### config.mk
export PLATFORM = sky130hd
export DESIGN_NAME = fetch_stage
export DESIGN_NICKNAME = d
export VERILOG_FILES = /design/src/rtl/fetch_stage.sv
export SDC_FILE = /design/constraint.sdc
export NUM_CORES = 1
export LEC_CHECK = 0
export CAP_MARGIN = 30
export CORE_ASPECT_RATIO = 1.5
export CORE_UTILIZATION = 40
export CTS_BUF_LIST = sky130_fd_sc_hd__clkbuf_8 sky130_fd_sc_hd__clkbuf_16
export CTS_CLUSTER_SIZE = 25
export DETAILED_ROUTE_END_ITERATION = 16
export PLACE_DENSITY = 0.81
export SYNTH_ARGS = -nofsm -noshare
export SYNTH_HDL_FRONTEND = slang
export SYNTH_SLANG_ARGS = --single-unit
### constraint.sdc
create_clock -name clk -period 4.1 [get_ports clk]
set_input_delay 1.025 -clock clk [delete_from_list [all_inputs] [get_ports clk]]
set_output_delay 1.025 -clock clk [all_outputs]
set_load 0.01 [all_outputs]
### src/rtl/fetch_stage.sv
// Purpose : MIPS fetch stage; holds F_pc, addresses instruction memory, fills the F/D register.
// Latency : 1 cycle; the instruction at F_pc in cycle n is on D_instr/D_pc in cycle n+1.
// Backpressure: stall holds F_pc and the F/D register; D_clr loads a bubble when not stalled.
//
// Ports:
//   clk, reset      single clock, asynchronous active-high reset
//   npc             next fetch PC from decode's next-PC logic (loaded unless stalled)
//   stall, D_clr    hold F_pc + F/D / load a bubble into F/D (stall wins)
//   im_rdata        instruction word read combinationally at im_addr
//   im_addr         word index (F_pc - IM_BASE) >> 2, low $clog2(IM_WORDS) bits
//   F_pc            current fetch PC
//   D_pc, D_instr, D_valid, D_adel   F/D register contents seen by decode
//
// Optional feature: define FETCH_ADEL_EN to flag misaligned / out-of-range fetches
// (faulting fetch delivers a nop with D_adel=1). Undefined: D_adel tied 0, addresses alias.
module fetch_stage #(
    parameter logic [31:0] RESET_PC = 32'h0000_3000,
    parameter logic [31:0] IM_BASE  = 32'h0000_3000,
    parameter int unsigned IM_WORDS = 4096
) (
    input  logic        clk,
    input  logic        reset,
    input  logic [31:0] npc,
    input  logic        stall,
    input  logic        D_clr,
    input  logic [31:0] im_rdata,
    output logic [31:0] im_addr,
    output logic [31:0] F_pc,
    output logic [31:0] D_pc,
    output logic [31:0] D_instr,
    output logic        D_valid,
    output logic        D_adel
);

    localparam int unsigned AW = $clog2(IM_WORDS);
    localparam logic [31:0] ADDR_MASK = 32'((33'd1 << AW) - 33'd1);

    logic [31:0] r_fpc;
    logic [31:0] r_dpc;
    logic [31:0] r_dinstr;
    logic        r_dvalid;

    logic [31:0] w_off;
    logic [31:0] w_word_idx;
    logic        w_adel;
    logic [31:0] w_fetch_word;

    assign w_off      = r_fpc - IM_BASE;
    assign w_word_idx = w_off >> 2;
    assign im_addr    = w_word_idx & ADDR_MASK;

`ifdef FETCH_ADEL_EN
    // End bound kept 33 bits wide so a memory ending at 4 GiB does not wrap to 0.
    localparam logic [32:0] IM_END = {1'b0, IM_BASE} + 33'(4 * 64'(IM_WORDS));

    logic r_dadel;

    assign w_adel = (r_fpc[1:0] != 2'b00) || (r_fpc < IM_BASE) || ({1'b0, r_fpc} >= IM_END);

    always_ff @(posedge clk or posedge reset) begin
        if (reset) begin
            r_dadel <= 1'b0;
        end else if (!stall) begin
            r_dadel <= D_clr ? 1'b0 : w_adel;
        end
    end

    assign D_adel = r_dadel;
`else
    assign w_adel = 1'b0;
    assign D_adel = 1'b0;
`endif

    // A faulting fetch must not leak whatever memory returns for a bad address.
    assign w_fetch_word = w_adel ? 32'h0 : im_rdata;

    // No arithmetic on npc: sequential and redirect paths are both resolved in decode.
    always_ff @(posedge clk or posedge reset) begin
        if (reset) begin
            r_fpc <= RESET_PC;
        end else if (!stall) begin
            r_fpc <= npc;
        end
    end

    // F/D register: stall beats clear beats load. A bubble still records F_pc for debug.
    always_ff @(posedge clk or posedge reset) begin
        if (reset) begin
            r_dpc    <= 32'h0;
            r_dinstr <= 32'h0;
            r_dvalid <= 1'b0;
        end else if (!stall) begin
            r_dpc <= r_fpc;
            if (D_clr) begin
                r_dinstr <= 32'h0;
                r_dvalid <= 1'b0;
            end else begin
                r_dinstr <= w_fetch_word;
                r_dvalid <= 1'b1;
            end
        end
    end

    assign F_pc    = r_fpc;
    assign D_pc    = r_dpc;
    assign D_instr = r_dinstr;
    assign D_valid = r_dvalid;

endmodule

## Yosys cells after proc, flatten, opt, wreduce, memory -nomap -nowiden

Index checks and enable logic that the tools add are counted.

- Add/subtract/negate cells: 1
- Muxes and demuxes: 2

Operator list:

| kind | number |
|---|---|
| 32-bit two-way mux | 1 |
| 14-bit subtractor (second input constant) | 1 |
| 1-bit two-way mux | 1 |

- Input bits: 68
- Output and inout bits: 130
- Logic and storage cells: 7
- Register bits after elaboration: 97

## Longest topological paths before layout

Gate-level depths: netlist of the first run.

- Depth after elaboration: 1
- Mapped depth: 5
- Depth with buffers taken out: 2

## Worst setup path after synthesis of the first run

OpenSTA, ideal clock, no wires.

- Path kind: flip-flop to output port
- Start: register r_fpc[13] (netlist: F_pc[13])
- End: output im_addr[11]
- Arrival: 794 ps
- Cell stages (with the launch flop): 2
- Path buffers: 0
- Path slack: 2281 ps
- Data required time: 3075 ps
- Path through: dfstp_2 > xor2_1

- Word-level cells in the longest chain between the ends: 1

Ends and longest elaborated chain:

| what | RTL line | text |
|---|---|---|
| start, declared | 38 | `logic [31:0] r_fpc;` |
| start signal, assigned | 82 | `r_fpc <= npc;` |
| 14-bit subtractor | 48 | `assign w_off = r_fpc - IM_BASE;` |
| end, declared | 27 | `output logic [31:0] im_addr,` |

No other way between the ends.

## Final worst setup path of the first run

Ends and elaborated chain as after synthesis.

==> results.ini, run 1 <==
[worst_setup_path]
worst-endpoint-required_ns = 3.07
cp_slowest_stage_delay_ns = 0.56
rr_worst_depth = 2
setup.worst_path.end_class = output port
worstSetupStartpointType = flip-flop
crit_slowest_cell = sky130_fd_sc_hd__dfstp_2
timing.setup.critical_path_class = flip-flop to output port
top_fanout_value_on_the_critical_path = 4
crit_chain = xor2_1, clkdlybuf4s50_1
worstPathArrival_ns = 1.60

[min_path]
timing.hold.worst_path_depth = 1
min_path_type = flip-flop to flip-flop

[clock_tree]
h-tree-depth = 3
cts_setup_buffers = 0
cts.root.buffer_cell = sky130_fd_sc_hd__clkbuf_16
cts-resized-gates = 0
tritoncts.num_buffers = 9
clkSlewWorstSetupHoldPaths_ns = 0.06
cts_hold_repair.buffers = 0
clock-sinks = 97
insertion_delay_ns = 0.33
cts_tree = yes
cts_max_path_buffers = 2

[die]
die_span_in_x_um = 82
initial_utilization = 0.413
core-area_sq_um = 9310
fp-row-count = 43
chipHeight_um = 122
die_outline_area_sq_um = 10000
top_level_ports = 198

[sta]
finalCritPeriodShare = 0.641
grt_setup_unrepaired = false
worst_pin_slew_ns = 0.854
final.setup.tns_ns = 0
finalWorstSetupSlack_ns = 1.47
timing.final.hold_violations = 0
max-slew-margin-rel = 0.431
fin_skew_ns = 0.00316
final_max_slew_viol_count = 0
setup_viol = 0
achievable_clock_frequency_mhz = 381
period_needed_ns = 2.63
holdWs_ns = 0.493

[placed_design]
postPlaceCellArea_sq_um = 5490
finalWeightedCongestion = 0.741
number_of_buffers_inserted_by_port_buffering = 176
place_hpwl_um = 6050
place_worst_setup_slack_ns = 1.54

[detailed_routing]
avgViaCountPerCell = 4.79
remaining_drc_errors = 0
vias = 2536
iter_0_drt_violations = 92
routed_wirelength_um = 8300
wl_per_cell_um = 15.7
ant_nets = 0
drt_pass1_iterations = 4

[run]
maxCapViolations = 0

[synth]
synthesis.area_per_instance_sq_um = 15.5
top_cells_by_area_in_the_synthesized_netlist = sky130_fd_sc_hd__dfrtp_1 62%, sky130_fd_sc_hd__mux2_2 18%, sky130_fd_sc_hd__a22o_1 7.1%
synth.ff_latch_count = 97
syn-cell-area_sq_um = 3840
synthesis.instances = 247
netlist.top_cell.by_area = sky130_fd_sc_hd__dfrtp_1
post-synth-top-area-fraction = 0.619
yosysWarningCount = 0
post_synth_num_cell_types = 15
seq_area_frac_synth = 0.633

[grt]
wire_length_of_the_first_global_routing_pass_um = 12600
grt_start_max_net_pins = 73
use_met2 = 0.284
via_count_of_the_first_global_routing_pass = 2560
grt_use_met1 = 0.187
global_route.overflow_total = 0
busiest_layer = met2
grt_use_met3 = 0.0554
antenna_violations_before_repair = 0
grt_use_total = 0.168

[finish]
fillCellCount = 719
final_area_sq_um = 5760
area_added_between_synthesis_and_finish_pct = 50.0
final_net_count = 480
diodes = 0
layout_cell_share_with_drive_strength_beyond_1 = 0.204

[pwr]
power.total_mw = 2.42
power_density_nw_per_um2 = 421
p_leak_nw = 2.49
worst_ir_drop_on_vdd_v = 0.000264

[run_status]
outcome = finished clean

synth_stat cells, drive strengths merged:
master and n:
dfstp 2, a21o 1, a22o 31, mux2 63, dfrtp 95, nand2b 1, nand2 2, buf 45
o21ai 2, inv 2, nor2 1, xor2 1, conb 1
state kept, by name, summed over array words and instances, names as in the netlist:
name / flops
D_instr: 32
F_pc: 32
D_valid: 1
D_pc: 32
cells by family after synthesis:
kind of cell,Yosys count,share of synthesized area
compound gates,34,0.0753
xor+xnor,1,0.00228
buf+inv,47,0.0974
flops,97,0.633
mux,63,0.185
other cells,1,0.000977
simple gates,4,0.00652
path summary, 6_finish.rpt:
kind	startpoint	to	slack [ns]
min reg2reg	D_valid	D_valid	0.49
min	D_valid	D_valid	0.49
max in group asynchronous	reset	F_pc[13]	2.24
min in group asynchronous	reset	F_pc[19]	1.14
max reg2reg	F_pc[12]	D_pc[12]	3.22
max	F_pc[13]	im_addr[11]	1.47
cells in the final DEF (no fill, tap or decap):
cell type | Yosys | routed
sky130_fd_sc_hd__a21o_1 | 1 | 1
sky130_fd_sc_hd__a22o_1 | 31 | 31
sky130_fd_sc_hd__buf_12 | 0 | 1
sky130_fd_sc_hd__buf_4 | 34 | 3
sky130_fd_sc_hd__clkbuf_16 | 0 | 9
sky130_fd_sc_hd__clkbuf_8 | 0 | 2
sky130_fd_sc_hd__clkdlybuf4s50_1 | 0 | 175
sky130_fd_sc_hd__clkinv_2 | 0 | 3
sky130_fd_sc_hd__conb_1 | 1 | 21
sky130_fd_sc_hd__dfrtp_1 | 95 | 95
sky130_fd_sc_hd__dfstp_2 | 2 | 2
sky130_fd_sc_hd__inv_1 | 2 | 3
sky130_fd_sc_hd__inv_4 | 0 | 1
sky130_fd_sc_hd__mux2_2 | 63 | 63
sky130_fd_sc_hd__nand2_1 | 2 | 2
sky130_fd_sc_hd__nand2b_1 | 1 | 1
sky130_fd_sc_hd__nor2_4 | 1 | 1
sky130_fd_sc_hd__o21ai_0 | 2 | 2
sky130_fd_sc_hd__xor2_1 | 1 | 1
critical path: cells and delay by family, from the launching register on:
family / cells / cell delay [ns]
DFF: 1 / 0.56
xor gates and xnor gates: 1 / 0.15
buffers and inverters: 1 / 0.56
cell type report:
type / count / area [sq um] / share of cell area
clock buffer: 11 / 253 / 0.0439
clock inverter: 5 / 22.5 / 0.00391
inverter: 2 / 10.0 / 0.00174
multi-input combinational: 123 / 1110 / 0.193
sequential: 97 / 2430 / 0.422
tap: 112 / 140 / 0.0243
timing repair buffer: 179 / 1790 / 0.311
per-stage QoR:
step | cells | util
finish | 529 | 0.619
CTS | 529 | 0.619
floorplan | 267 | -
global route | 529 | 0.619
detailed placement | 513 | 0.589
global placement | 513 | 0.589
routing by layer:
metal	wire [um]	vias to the layer above
met5	0	-
li1	-	1144
met3	744	19
met4	192	0
met2	4310	135
met1	3050	1238
power breakdown:
part | total [mW] | leakage, nW | internal, mW | switching (mW)
Combinational | 0.531 | 1.16 | 0.336 | 0.195
Sequential | 1.13 | 1.18 | 1.06 | 0.0641
Clock | 0.765 | 0.148 | 0.437 | 0.328
(Power assumes the default switching activity.)
==> inputs of run 2 (changes only) <==
==> constraint.sdc (replaced) <==
create_clock -name clk -period 2.48 [get_ports clk]
set_input_delay 0.62 -clock clk [delete_from_list [all_inputs] [get_ports clk]]
set_output_delay 0.62 -clock clk [all_outputs]
set_load 0.01 [all_outputs]
==> run 2 against run 1 <==
Effect of this change: design area rose by 0.91%; wire length shrank 1.5%; critical endpoint unchanged; largest power group unchanged; non-clock buffer count up 1; global-route usage down 0.27 points; core utilization up 0.56 points; highest routed layer unchanged; critical path type unchanged.
==> results.ini, run 2 (synthesis results as in run 1) <==
[pwr]
p_leak_nw = 2.49  ; about the same
netSwitchingFraction = 0.243  ; was 0.242
switching_power_mw = 1.00  ; was 0.587 mW
power_density_nw_per_um2 = 710  ; was 421 nW/um^2
power.total_mw = 4.13  ; was 2.42 mW
share_clk_of_total_power = 0.336  ; was 0.316
share_seq_of_total_power = 0.451  ; was 0.465
worst_ir_drop_on_vdd_v = 0.000482  ; was 0.000264 V
intPower_mw = 3.13  ; was 1.84 mW
combPwrFrac = 0.213  ; was 0.219

[finish]
multi_input_area_sq_um = 1110  ; unchanged
fillCellCount = 718  ; was 719
layout.cells.most_common_list = 175 x sky130_fd_sc_hd__clkdlybuf4s50_1, 95 x sky130_fd_sc_hd__dfrtp_1, 63 x sky130_fd_sc_hd__mux2_2  ; unchanged
area_added_between_synthesis_and_finish_pct = 51.4  ; was 50.0%
final_net_count = 481  ; was 480
mostFrequentLayoutCell = sky130_fd_sc_hd__clkdlybuf4s50_1  ; unchanged
diodes = 0  ; unchanged
area.sequential_sq_um = 2430  ; unchanged
layout_cell_share_with_drive_strength_beyond_1 = 0.211  ; was 0.204

[worst_setup_path]
crit_cells = 2  ; unchanged
timing.setup.critical_path_class = flip-flop to output port  ; unchanged
worst-endpoint-required_ns = 1.86  ; was 3.07 ns
timing.critical_path.buf_inv = 1  ; unchanged
crit_chain = xor2_1, clkdlybuf4s50_1  ; unchanged
worstPathArrival_ns = 1.60  ; about the same
cp_slowest_stage_delay_ns = 0.57  ; was 0.56 ns
top_fanout_value_on_the_critical_path = 4  ; unchanged
worstSetupStartpointType = flip-flop  ; unchanged
setup.worst_path.end_class = output port  ; unchanged
cpLargestDelayFamily = flip-flops  ; unchanged
rr_worst_depth = 2  ; unchanged
crit_slowest_cell = sky130_fd_sc_hd__dfstp_2  ; unchanged

[die]
initial_utilization = 0.413  ; unchanged
fp-row-count = 43  ; unchanged
core-area_sq_um = 9310  ; unchanged
die_outline_area_sq_um = 10000  ; unchanged
chipHeight_um = 122  ; unchanged
top_level_ports = 198  ; unchanged
die_span_in_x_um = 82  ; unchanged

[placed_design]
finalWeightedCongestion = 0.687  ; was 0.741
place_worst_setup_slack_ns = 0.510  ; was 1.54 ns
place_hpwl_um = 5980  ; was 6050 um
number_of_buffers_inserted_by_port_buffering = 176  ; unchanged

[sta]
grt_setup_unrepaired = false  ; unchanged
final_max_slew_viol_count = 0  ; unchanged
period_needed_ns = 2.22
timing.final.hold_violations = 0  ; unchanged
max-slew-margin-rel = 0.529  ; was 0.431
final.setup.tns_ns = 0  ; unchanged
finalCritPeriodShare = 0.894
worst_pin_slew_ns = 0.704  ; was 0.854 ns
achievable_clock_frequency_mhz = 451
setup_viol = 0  ; unchanged
finalWorstSetupSlack_ns = 0.263  ; was 1.47 ns
fin_skew_ns = 0.00790  ; was 0.00316 ns

[detailed_routing]
avgViaCountPerCell = 4.81  ; was 4.79
iter_0_drt_violations = 63  ; was 92
vias = 2547  ; was 2,536
ant_nets = 0  ; unchanged
drt_pass1_iterations = 4  ; unchanged
remaining_drc_errors = 0  ; unchanged
wl_per_cell_um = 15.4  ; was 15.7 um
routed_wirelength_um = 8170  ; was 8300 um

[clock_tree]
cts_setup_buffers = 0  ; unchanged
tritoncts.num_buffers = 9  ; unchanged
clock-sinks = 97  ; unchanged
clkSlewWorstSetupHoldPaths_ns = 0.06  ; about the same
cts_max_path_buffers = 2  ; unchanged
h-tree-depth = 3  ; unchanged
cts.root.buffer_cell = sky130_fd_sc_hd__clkbuf_16  ; unchanged
cts_tree = yes  ; unchanged
cts-resized-gates = 0  ; unchanged
cts_hold_repair.buffers = 0  ; unchanged
insertion_delay_ns = 0.33  ; about the same

[grt]
global_route.overflow_total = 0  ; unchanged
via_count_of_the_first_global_routing_pass = 2532  ; was 2,560
wire_length_of_the_first_global_routing_pass_um = 12400  ; was 12,600 um
antenna_violations_before_repair = 0  ; unchanged
grt_use_total = 0.165  ; was 0.168
grt_start_max_net_pins = 50  ; was 73

[min_path]
min_path_type = flip-flop to flip-flop  ; unchanged
timing.hold.worst_path_depth = 2  ; was 1

[run]
maxCapViolations = 0  ; unchanged

[run_status]
outcome = finished clean  ; unchanged

run 2: final cells by class:
| class | count | share of cell area |
|---|---|---|
| clock buffers | 10 | 0.0411 |
| well taps | 112 | 0.0241 |
| flip-flops and latches | 97 | 0.418 |
| repair buffers | 180 | 0.312 |
| inverters | 2 | 0.00194 |
| clock inverters | 6 | 0.0116 |
| multi-input cells | 123 | 0.191 |
run 2: worst paths after layout:
kind                                   from           to  slack (ns)
worst max register to register     F_pc[12]     D_pc[12]        1.62
min in group asynchronous             reset     F_pc[31]        0.69
worst min register to register  D_instr[25]  D_instr[25]        0.48
worst min-delay path            D_instr[25]  D_instr[25]        0.48
worst max-delay path               F_pc[12]  im_addr[11]        0.26
max in group asynchronous             reset     D_pc[29]        1.22
run 2: routing by layer:
layer	global-route usage	up-vias	part of all wire
li1	-	1154	-
met1	0.188	1260	0.37
met2	0.278	124	0.52
met3	0.0577	9	0.093
met4	0.0636	0	0.014
met5	0	-	0
run 2: power groups by stage:
stage          clock network, mW  registers, mW  logic, mW
5_1_grt                     1.49           1.89      0.944
4_1_cts                     1.43           1.86      0.896
2_1_floorplan                  0           1.96      0.312
3_5_place_dp                   0           1.89      0.892
3_3_place_gp                   0           1.88      0.876
6_report                    1.39           1.86      0.880
run 2: metrics by stage:
step	instances	hold slack, ns	util	area [sq um]
after floorplan	267	0.516	-	3920
after global placement	514	0.463	0.592	5510
after detailed placement	514	0.471	0.592	5510
after CTS	530	0.487	0.625	5810
after global routing	530	0.512	0.625	5810
final	530	0.481	0.625	5810
run 2: worst min-delay path: stages, from the launching register on:
cell and delay, ns:
sky130_fd_sc_hd__dfrtp_1 0.34, sky130_fd_sc_hd__nand2_1 0.05, sky130_fd_sc_hd__o21ai_0 0.06
==> inputs of run 3 (changes only) <==
--- a/config.mk
+++ b/config.mk
@@ -12,6 +12,7 @@
 export CTS_CLUSTER_SIZE = 25
 export DETAILED_ROUTE_END_ITERATION = 16
 export PLACE_DENSITY = 0.81
+export SLEW_MARGIN = 20
 export SYNTH_ARGS = -nofsm -noshare
 export SYNTH_HDL_FRONTEND = slang
 export SYNTH_SLANG_ARGS = --single-unit
==> results of run 3 <==
Same layout as run 2: the final DEF is identical, and so are final timing and power.
